--- src/rtl/cfg_seq.sv ---
// cfg_seq: serialises one configuration bundle (data, wicp, tmpc, post) as
// tagged loader words onto the din ports of inst_test_b or inst_test_c.
// Optional build macro: CFG_SEQ_BROADCAST_EN drives every word onto both
// destinations and ignores cfg_target.
module cfg_seq #(
  parameter int unsigned DWIDTH = 16,
  parameter int unsigned CWIDTH = 16,
  parameter int unsigned GAP    = 2
) (
  input  logic                  clk,
  input  logic                  rst,
  input  logic                  cfg_valid,
  output logic                  cfg_busy,
  input  logic                  cfg_target,
  input  logic [CWIDTH-1:0]     cfg_data_data,
  input  logic [CWIDTH-1:0]     cfg_wicp_data,
  input  logic [CWIDTH-1:0]     cfg_tmpc_data,
  input  logic [CWIDTH-1:0]     cfg_post_data,
  output logic                  din_b_valid,
  output logic [2*DWIDTH+2:0]   din_b_data,
  output logic                  din_c_valid,
  output logic [2*DWIDTH+2:0]   din_c_data,
  output logic                  cfg_done
);

  localparam int unsigned FW = 2 * DWIDTH;
  localparam int unsigned WW = FW + 3;

  typedef enum logic [1:0] {
    S_IDLE = 2'd0,
    S_SEND = 2'd1,
    S_GAP  = 2'd2,
    S_DONE = 2'd3
  } state_t;

  state_t            state;
  logic [1:0]        idx;
  logic [3:0]        cnt;
  logic [CWIDTH-1:0] fld [4];

  logic [1:0]        nxt_idx;
  logic [WW-1:0]     nxt_word;
  logic [WW-1:0]     first_word;
  logic              acc_b;
  logic              acc_c;
  logic              run_b;
  logic              run_c;

  // Word builders: first word comes straight from the inputs at accept,
  // later words from the latched fields; tag is field index + 1.
  always_comb begin
    nxt_idx    = idx + 2'd1;
    nxt_word   = {3'(nxt_idx) + 3'd1, FW'(fld[nxt_idx])};
    first_word = {3'b001, FW'(cfg_data_data)};
  end

`ifdef CFG_SEQ_BROADCAST_EN
  // Both destinations receive every word.
  always_comb begin
    acc_b = 1'b1;
    acc_c = 1'b1;
    run_b = 1'b1;
    run_c = 1'b1;
  end
`else
  logic tgt;

  // Route by the live target at accept, by the latched target afterwards.
  always_comb begin
    acc_b = ~cfg_target;
    acc_c = cfg_target;
    run_b = ~tgt;
    run_c = tgt;
  end

  // Latch the destination at accept.
  always_ff @(posedge clk) begin
    if (rst) begin
      tgt <= 1'b0;
    end else if (state == S_IDLE && cfg_valid) begin
      tgt <= cfg_target;
    end
  end
`endif

  // Sequencer FSM with registered outputs; word strobes are one cycle wide.
  always_ff @(posedge clk) begin
    if (rst) begin
      state       <= S_IDLE;
      idx         <= 2'd0;
      cnt         <= 4'd0;
      cfg_busy    <= 1'b0;
      cfg_done    <= 1'b0;
      din_b_valid <= 1'b0;
      din_b_data  <= '0;
      din_c_valid <= 1'b0;
      din_c_data  <= '0;
      for (int i = 0; i < 4; i++) fld[i] <= '0;
    end else begin
      din_b_valid <= 1'b0;
      din_b_data  <= '0;
      din_c_valid <= 1'b0;
      din_c_data  <= '0;
      cfg_done    <= 1'b0;
      case (state)
        S_IDLE: begin
          if (cfg_valid) begin
            state       <= S_SEND;
            idx         <= 2'd0;
            cfg_busy    <= 1'b1;
            fld[0]      <= cfg_data_data;
            fld[1]      <= cfg_wicp_data;
            fld[2]      <= cfg_tmpc_data;
            fld[3]      <= cfg_post_data;
            din_b_valid <= acc_b;
            din_b_data  <= acc_b ? first_word : '0;
            din_c_valid <= acc_c;
            din_c_data  <= acc_c ? first_word : '0;
          end
        end
        S_SEND: begin
          if (idx == 2'd3) begin
            state    <= S_DONE;
            cfg_done <= 1'b1;
          end else if (GAP == 0) begin
            idx         <= nxt_idx;
            din_b_valid <= run_b;
            din_b_data  <= run_b ? nxt_word : '0;
            din_c_valid <= run_c;
            din_c_data  <= run_c ? nxt_word : '0;
          end else begin
            state <= S_GAP;
            cnt   <= 4'(GAP - 1);
          end
        end
        S_GAP: begin
          if (cnt == 4'd0) begin
            state       <= S_SEND;
            idx         <= nxt_idx;
            din_b_valid <= run_b;
            din_b_data  <= run_b ? nxt_word : '0;
            din_c_valid <= run_c;
            din_c_data  <= run_c ? nxt_word : '0;
          end else begin
            cnt <= cnt - 4'd1;
          end
        end
        S_DONE: begin
          state    <= S_IDLE;
          cfg_busy <= 1'b0;
        end
        default: begin
          state    <= S_IDLE;
          cfg_busy <= 1'b0;
        end
      endcase
    end
  end

endmodule

--- config.mk ---
export PLATFORM = sky130hd
export DESIGN_NAME = cfg_seq
export DESIGN_NICKNAME = d
export VERILOG_FILES = /design/src/rtl/cfg_seq.sv
export SDC_FILE = /design/constraint.sdc
export NUM_CORES = 1
export LEC_CHECK = 0
export BUFFER_PORTS_ARGS = -buffer_cell sky130_fd_sc_hd__buf_4
export CORE_ASPECT_RATIO = 1.75
export CORE_MARGIN = 2
export CORE_UTILIZATION = 30
export CTS_BUF_LIST = sky130_fd_sc_hd__clkbuf_4 sky130_fd_sc_hd__clkbuf_8
export DETAILED_ROUTE_END_ITERATION = 8
export PLACE_DENSITY = 0.64
export SLEW_MARGIN = 20
export SYNTH_ARGS = -nofsm -noshare
export SYNTH_HDL_FRONTEND = slang
export SYNTH_SLANG_ARGS = --single-unit
--- constraint.sdc ---
create_clock -name clk -period 2.6 [get_ports clk]
set_input_delay 0.13 -clock clk [delete_from_list [all_inputs] [get_ports clk]]
set_output_delay 0.13 -clock clk [all_outputs]
set_load 0.03 [all_outputs]
======== Word level (Yosys, flattened, before mapping) ========
Memory sizes are Yosys's and may differ from the RTL's.
Index checks and enable logic that the tools add are counted.
word-level totals
  bits in latches ......................... 0
  word-level logic and storage cells ...... 79
  ROM bits ................................ 0
  register bits ........................... 83
  output and inout bits ................... 74
  memories kept ........................... 1
  bits in writable memories ............... 64
  input bits .............................. 68
memory list
  memory  words  width  rd ports  clocked after Yosys merged registers in  wr ports  RTL line  RTL
  fld     4      16     1         0                                        4         39        logic [CWIDTH-1:0] fld [4];
cells by class
  multipliers ............................. 0
  shift-type cells ........................ 0
  eq/ne operators ......................... 8
  reductions and logical operators ........ 11
  $add $sub $neg .......................... 3
  bitwise logic cells ..................... 7
  mux-type cells .......................... 39
  magnitude comparators ................... 0
  div/mod/pow operators ................... 0
operators by type and width
  kind                                              number
  2-to-1 mux 35 bit                                 4
  case mux 35 bit (2 select lines)                  2
  2-to-1 mux 33 bit                                 4
  2-to-1 mux 16 bit                                 4
  2-to-1 mux 1 bit                                  13
  2-to-1 mux 2 bit                                  4
  2-to-1 mux 4 bit                                  2
  inequality test 2 bit, second input constant      4
  case mux 2 bit (4 select lines)                   1
  case mux 4 bit (2 select lines)                   1
  == test 2 bit, second input constant              3
  case mux 1 bit (2 select lines)                   3
  AND reduction 3 bit                               2
  nonzero test 2 bit                                3
  zero test 4 bit                                   1
  OR 1 bit                                          4
  case mux 2 bit (2 select lines)                   1
  AND reduction 2 bit                               2
  subtractor 4 x 1 -> 4 bit, second input constant  1
  adder 2 x 1 -> 3 bit, second input constant       1
  inverter 1 bit                                    3
  adder 2 x 1 -> 2 bit, second input constant       1
  == test 2 x 1 -> 1 bit, second input constant     1
  zero test 2 bit                                   1
  other kinds (2)                                   2

======== Longest topological paths before layout ========
Gate-level depths: netlist of the first run.
  word-level depth ........................ 5
  depth in mapped cells ................... 7
  mapped depth without buffers ............ 5

======== Worst setup path before layout of the first run ========
OpenSTA, ideal clock, no wires.
  path kind ............................... register to register
  from .................................... register state[1]
  to ...................................... memory fld[0][0] (enable)
  required time ........................... 2176 ps
  cell stages (with the launch flop) ...... 5
  arrival time ............................ 2292 ps
  slack ................................... -116 ps
  library setup time ...................... 424 ps
  buffers on the path ..................... 2
  clock period less this slack ............ 2716 ps
  cell sequence ........................... dfxtp_1 -> buf_6 -> or3b_1 -> buf_2 -> nand2_1
RTL lines
  what                    RTL line  RTL
  from (decl)             36        state_t state;
  from (signal assigned)  89        state <= S_IDLE;
  from (signal assigned)  108       state <= S_SEND;
  from (signal assigned)  123       state <= S_DONE;
  to (decl)               39

======== Final worst setup path of the first run ========
  from .................................... register cnt[0]
  to ...................................... register din_c_data[33]
between the ends
  cells in the longest elaborated chain, start to end .. 3
ends and longest elaborated chain
  what                              RTL line  RTL
  from (decl)                       38        logic [3:0] cnt;
  from (signal assigned)            133       cnt <= 4'(GAP - 1);
  from (signal assigned)            145       cnt <= cnt - 4'd1;
  zero test 4 bit                   137       if (cnt == 4'd0) begin
  2-to-1 mux 35 bit                 137
  case mux 35 bit (2 select lines)  105       case (state)
  to (signal assigned)              118       din_c_data <= acc_c ? first_word : '0;
  to (signal assigned)              130       din_c_data <= run_c ? nxt_word : '0;
  to (signal assigned)              143       din_c_data <= run_c ? nxt_word : '0;
  to (decl)                         22        output logic [2*DWIDTH+2:0] din_c_data,
No other way between the ends.
A chain may end at the register's enable or synchronous reset.

==> results.py, run 1 <==
metrics = {
    "sta": {
        "max_freq_ghz": 0.535,
        "worstMarginPinSlew_ns": 0.739,
        "setup_viol": 0,
        "final.period_utilization_pct": 71.9,
        "drv_slew": 0,
        "grt_setup_unrepaired": "false",
        "clock_skew_ns": 0.0123,
        "maxSlewHeadroom_pct": 50.7,
        "final.setup.worst_slack_ns": 0.731,
        "hold_viol": 0,
        "period_needed_ns": 1.87,
        "finalSetupTns_ns": 0,
    },
    "setup_path": {
        "r2r_slack_ns": 0.73,
        "cp-end-kind": "register",
        "cp_cell_sequence": "inv_1, ha_1, nand4bb_1, or3b_2, nor3_1",
        "crit_required_ns": 2.94,
        "crit_arrival_ns": 2.21,
        "timing_worst_setup_path_type": "register to register",
        "rr_startpoint": "cnt[0]",
        "cp_max_fo": 8,
        "slowest_delay_ns": 0.63,
        "critPathLaunchType": "register",
        "critPathLaunch": "cnt[0]",
        "slowest_stage": "or3b_2",
    },
    "floorplanning": {
        "die_w_um": 100,
        "initial_core_util_pct": 30.5,
        "num_rows": 61,
        "coreArea_um2": 15900,
        "die_y_um": 172,
        "die_area_um2": 17200,
        "pin_count": 142,
    },
    "yosys": {
        "synth_ff_type": "edfxtp_1",
        "muxShareOfSynthArea_pct": 7.45,
        "yosysTopAreaCellShare_pct": 39.7,
        "synthSimpleGateAreaFrac_pct": 14.0,
        "synthXorXnorAreaFrac_pct": 0.181,
        "async_flop_share_pct": 0,
        "synth_edf_count": 64,
        "yosysWarnings": 0,
        "synth_compound_area_share_pct": 8.48,
        "syn-instance-count": 353,
        "ys_ff_latch": 115,
        "synthMostInstantiatedCell": "and2_1",
        "synth_top_family_by_area": "simple AND/OR/NAND/NOR gates",
        "synth-adder-area-share_pct": 1.03,
        "synth_top_cell_by_area": "edfxtp_1",
        "synth_cell_types": 41,
        "synth.area.top_cells": "edfxtp_1 40%, dfxtp_1 21%, and2_1 8.4%",
        "synth.avg_cell_area_um2": 13.7,
        "ys_seq_area_share_pct": 60.8,
        "synth_area_um2": 4840,
        "synth_common_cells": "65 x and2_1, 64 x edfxtp_1, 51 x dfxtp_1, 32 x a22o_1, 32 x buf_4",
    },
    "grt": {
        "grt_max_degree": 65,
        "grt_first_pass_wirelength_mm": 17.5,
        "grt_antenna_before_repair": 0,
        "grt_usage_pct": 13.8,
        "grt_pass1_vias": 3350,
        "overflow": 0,
    },
    "clock_network": {
        "cts_resized": 0,
        "cts.root.buffer_cell": "clkbuf_8",
        "path_clk_slew_ns": 0.07,
        "clock-sinks": 115,
        "hold_buffers": 61,
        "numCtsBuffers": 17,
        "cts_buffer_depth": 2,
        "post-cts-setup-buffers": 0,
        "cts_tree": "done",
        "htreeDepth": 4,
        "insertion_delay_ns": 0.43,
    },
    "placed_design": {
        "placed_cells": 634,
        "globalplace.congestion": 0.809,
        "hpwlAfterDp_mm": 7.90,
        "io_buffers": 109,
        "place_area_um2": 5720,
        "dpl_worst_slack_ns": 0.787,
    },
    "routing": {
        "first_iter_violations": 122,
        "drtPass1Iterations": 4,
        "vias": 3274,
        "wl_per_cell_um": 15.9,
        "postRouteAntennaNets": 0,
        "drc": 0,
        "via_per_inst": 4.50,
        "wirelength_mm": 11.6,
    },
    "power_and_ir_drop": {
        "peakVddDrop_mv": 0.290,
        "power_leakage_nw": 2.81,
        "cellPowerDensity_nw_per_um2": 670,
        "p_total_mw": 4.53,
    },
    "finish": {
        "finalNonFillerCells": 727,
        "n_antenna_cell": 0,
        "nNetsFinal": 597,
        "area_growth_pct": 39.9,
        "drive_gt1_share_pct": 31.8,
        "postLayoutCellArea_um2": 6770,
    },
    "hold_path": {
        "hp-class": "input pin to register",
        "hp-start": "cfg_wicp_data[0]",
    },
    "job": {
        "drv_cap": 0,
    },
    "run_status": {
        "outcome": "complete, no violations",
    },
}
[metrics by stage]
step / util, % / hold slack, ns
floorplan: - / 0.263
global placement: 36.1 / 0.366
detailed placement: 36.1 / 0.372
CTS: 42.6 / 0.000261
global route: 42.6 / 0.00675
finish: 42.6 / 0.0166
[path summary, 6_finish.rpt]
path | depth (start not counted) | to
worst min-delay path | 2 | fld[1][0]
worst max register to register | 5 | din_c_data[33]
worst min register to register | 2 | cfg_busy
worst max-delay path | 5 | din_c_data[33]
[critical path, delay by kind of cell, from the launching register on]
| kind | cells | cell delay, ns |
|---|---|---|
| adder cells (fa/ha/maj) | 1 | 0.17 |
| AND/OR/NAND/NOR | 3 | 1.19 |
| flip-flops | 1 | 0.33 |
| buffers and inverters | 1 | 0.10 |
[layout by cell type, fill, tap and decap left out, types with 3 or more instances in the layout]
cell,n
a211oi_1,3
a21oi_1,6
a22o_1,32
and2_1,65
buf_4,116
bufinv_16,4
clkbuf_8,19
clkinv_2,3
conb_1,32
dfxtp_1,51
dlygate4sd3_1,61
edfxtp_1,64
ha_1,4
inv_1,5
mux4_2,16
nand2_1,3
nand2b_1,3
nor2_1,6
nor3_1,4
o21bai_1,3
or3_1,5
[state kept, by name, indices dropped and copies added (netlist names)]
name,count
din_b_valid,1
run_c,1
state,2
din_c_data,19
fld,64
cfg_busy,1
din_b_data,19
din_c_valid,1
idx,2
cnt,4
cfg_done,1
[power breakdown]
part / leakage [nW] / switching, mW / total, mW / internal [mW]
clock: 0.218 / 0.688 / 1.79 / 1.10
sequential: 1.10 / 0.0474 / 2.12 / 2.07
combinational: 1.49 / 0.338 / 0.625 / 0.287
[layout make-up]
type                       count  area [um2]
clock buffer                  21         277
clock inverter                11         158
fill                        1471        9110
inverter                       5        18.8
multi-input combinational    208        1640
sequential                   115        2940
tap                          189         236
timing repair buffer         178        1500
[kinds of logic after synthesis]
kind of cell               count (synthesis)
and+or+nand+nor                          103
xor gates and xnor gates                   1
DFF                                      115
buffers and inverters                     61
AOI/OAI and AO/OA                         52
muxes                                     16
adders and majority gates                  4
other                                      1
[routing by layer]
metal	vias up	share of wire, %	global-route usage [%]	routed length (um)
li1	1561	-	-	-
met1	1571	36	14.2	4130
met2	114	57	25.4	6580
met3	28	4.2	3.15	490
met4	0	3.4	7.62	390
met5	-	0	0	0
Power figures use the tool's default switching activity.
==> inputs of run 2 (changes only) <==
- ABC_AREA: unset -> 1
- PLACE_DENSITY: 0.64 -> 0.61
- clock period: 2.6 -> 1.9 ns (I/O delays scaled with it)
==> run 2 against run 1 <==
Effect of this change:
- global-route usage about the same
- fmax increased by 14%
- final area increased by 8.3%
- clock skew decreased by 0.0032 ns
- total power increased by 41%
==> results.py, run 2 <==
metrics = {
    "finish": {
        "n_antenna_cell": 0,
        "seq_area_um2": 2940,
        "multi_input_area_um2": 1600,
        "reg.largest.list": "fld (64), din_b_data (19), din_c_data (19)",
        "num-fill-cells": 1747,
        "finalNonFillerCells": 1073,
        "largest_reg_flops": 64,
        "finish.utilization_pct": 41.8,
        "layout_common_cells": "153 x nand2_1, 141 x inv_1, 113 x buf_4",
        "final_common_cell": "nand2_1",
        "regMostFlops": "fld",
        "area_growth_pct": 36.8,
        "nNetsFinal": 901,
        "drive_gt1_share_pct": 19.2,
    },
    "grt": {
        "overflow": 0,
        "grt_first_pass_wirelength_mm": 20.3,
        "grt_max_degree": 66,
        "grt_antenna_before_repair": 0,
        "grt_pass1_vias": 4160,
        "grt_usage_pct": 13.8,
    },
    "setup_path": {
        "timing_worst_setup_path_type": "register to register",
        "cp_cell_sequence": "inv_1, ha_1, nand3_1, nor2_4, inv_1, nor3_1",
        "crit_required_ns": 2.25,
        "cp_max_fo": 17,
        "cp-end-kind": "register",
        "critPathLaunchType": "register",
        "cp_common_cell": "inv_1",
        "crit_arrival_ns": 1.99,
        "slowest_delay_ns": 0.45,
        "slowest_stage": "nor2_4",
    },
    "floorplanning": {
        "num_rows": 64,
        "coreArea_um2": 17500,
        "die_w_um": 105,
        "die_y_um": 181,
        "pin_count": 142,
        "die_area_um2": 19000,
        "initial_core_util_pct": 30.6,
    },
    "yosys": {
        "ys_seq_area_share_pct": 54.9,
        "synthXorXnorAreaFrac_pct": 0,
        "muxShareOfSynthArea_pct": 0,
        "ys_ff_latch": 115,
        "synth.area.top_cells": "edfxtp_1 36%, dfxtp_1 19%, nand2_1 11%",
        "yosysWarnings": 0,
        "synth_top_cell_by_area": "edfxtp_1",
        "syn-instance-count": 657,
        "synth_compound_area_share_pct": 4.83,
        "synth_top_family_by_area": "simple AND/OR/NAND/NOR gates",
        "synth_area_um2": 5360,
        "synth_cell_types": 22,
        "yosysTopAreaCellShare_pct": 35.9,
        "async_flop_share_pct": 0,
        "synth.avg_cell_area_um2": 8.16,
        "synth-adder-area-share_pct": 0.934,
        "synth_edf_count": 64,
        "synthMostInstantiatedCell": "nand2_1",
        "synth_ff_type": "edfxtp_1",
        "synthSimpleGateAreaFrac_pct": 21.8,
        "synth_common_cells": "155 x nand2_1, 141 x inv_1, 74 x nor2_1, 64 x edfxtp_1, 51 x dfxtp_1",
    },
    "clock_network": {
        "cts.root.buffer_cell": "clkbuf_8",
        "clock-sinks": 115,
        "path_clk_slew_ns": 0.08,
        "numCtsBuffers": 17,
        "cts_buffer_depth": 2,
        "insertion_delay_ns": 0.43,
        "cts_tree": "done",
        "post-cts-setup-buffers": 0,
        "htreeDepth": 4,
    },
    "job": {
        "drv_cap": 0,
    },
    "routing": {
        "first_iter_violations": 216,
        "wirelength_mm": 12.8,
        "vias": 4291,
        "postRouteAntennaNets": 0,
        "wl_per_cell_um": 11.9,
        "via_per_inst": 4.00,
        "drtPass1Iterations": 6,
        "drc": 0,
    },
    "power_and_ir_drop": {
        "p_seq_share_pct": 45.7,
        "peakVddDrop_mv": 0.356,
        "p_comb_share_pct": 18.5,
        "p_total_mw": 6.40,
        "p_int_mw": 4.49,
        "switchingPower_mw": 1.91,
        "cellPowerDensity_nw_per_um2": 872,
        "p_clk_share_pct": 35.7,
        "power_leakage_nw": 3.52,
        "sw_frac_of_total_pct": 29.8,
    },
    "sta": {
        "max_freq_ghz": 0.611,
        "grt_setup_unrepaired": "false",
        "maxSlewHeadroom_pct": 64.2,
        "clock_skew_ns": 0.00909,
        "hold_viol": 0,
        "final.period_utilization_pct": 86.2,
        "finalSetupTns_ns": 0,
        "setup_viol": 0,
        "worstMarginPinSlew_ns": 0.535,
        "period_needed_ns": 1.64,
        "holdWs_ns": 0.0188,
        "drv_slew": 0,
    },
    "placed_design": {
        "placed_cells": 977,
        "globalplace.congestion": 0.821,
        "io_buffers": 109,
        "hpwlAfterDp_mm": 8.56,
    },
    "hold_path": {
        "hp-class": "input pin to register",
    },
    "run_status": {
        "outcome": "complete, no violations",
    },
}
[run 2: cell count changes after synthesis, sizes merged, moves of 5 or more]
cell	delta
mux4	-16
nand2	+151
inv	+142
or3	-5
a22o	-32
and2	-65
buf	+5
nand3	+39
a21oi	+38
nor2	+73
[run 2: stage by stage]
step,setup WS [ns],instance area (um2)
6_report,0.263,7330
5_1_grt,0.133,7330
4_1_cts,0.280,7330
3_5_place_dp,0.303,6290
3_3_place_gp,0.344,6290
2_1_floorplan,0.0847,5480
[run 2: final cells by class]
type | count | share of cell area, %
clock inverter | 14 | 2.12
timing repair buffer | 180 | 21.1
multi-input combinational | 368 | 21.8
clock buffer | 18 | 3.29
sequential | 115 | 40.1
tap | 231 | 3.94
inverter | 147 | 7.53
[run 2: power by group through the flow]
stage | Combinational, mW | Sequential, mW | Clock [mW]
floorplan | 0.716 | 3.04 | 0
global placement | 1.08 | 2.98 | 0
detailed placement | 1.08 | 2.98 | 0
CTS | 1.19 | 2.93 | 2.33
global route | 1.32 | 2.95 | 2.43
finish | 1.18 | 2.93 | 2.29
[run 2: worst max-delay path: cells and delay by family (launching register included)]
family	cells	cell delay (ns)
adders and majority gates	1	0.20
DFF	1	0.33
and+or+nand+nor	3	0.75
buffers and inverters	2	0.26
[run 2: what timing repair did]
item | 4_1_cts | 5_1_grt
resized for setup | 0 | 0
endpoints found under the hold margin | 96 | 0
hold buffers | 64 | 0
setup endpoints to repair | 0 | 0
[run 2: final timing paths]
| path | from | to | slack, ns | depth (start not counted) |
|---|---|---|---|---|
| setup / recovery | cnt[0] | din_b_data[34] | 0.26 | 6 |
| hold / removal | cfg_wicp_data[11] | fld[1][11] | 0.02 | 3 |
| setup reg to reg | cnt[0] | din_b_data[34] | 0.26 | 6 |
| hold reg to reg | cfg_busy | cfg_busy | 0.49 | 2 |
[run 2: cell families after synthesis]
family                     count (synthesis)
adders and majority gates                  4
DFF                                      115
and+or+nand+nor                          281
AOI/OAI and AO/OA                         51
buffers and inverters                    205
other                                      1
[run 2: layer usage]
metal,vias up,share of wire [%],track usage (%),wire [um]
li1,2263,-,-,-
met1,1869,42,15.7,5320
met2,138,51,24.1,6540
met3,21,4.9,2.81,625
met4,0,2.5,6.99,323
met5,-,0,0,0
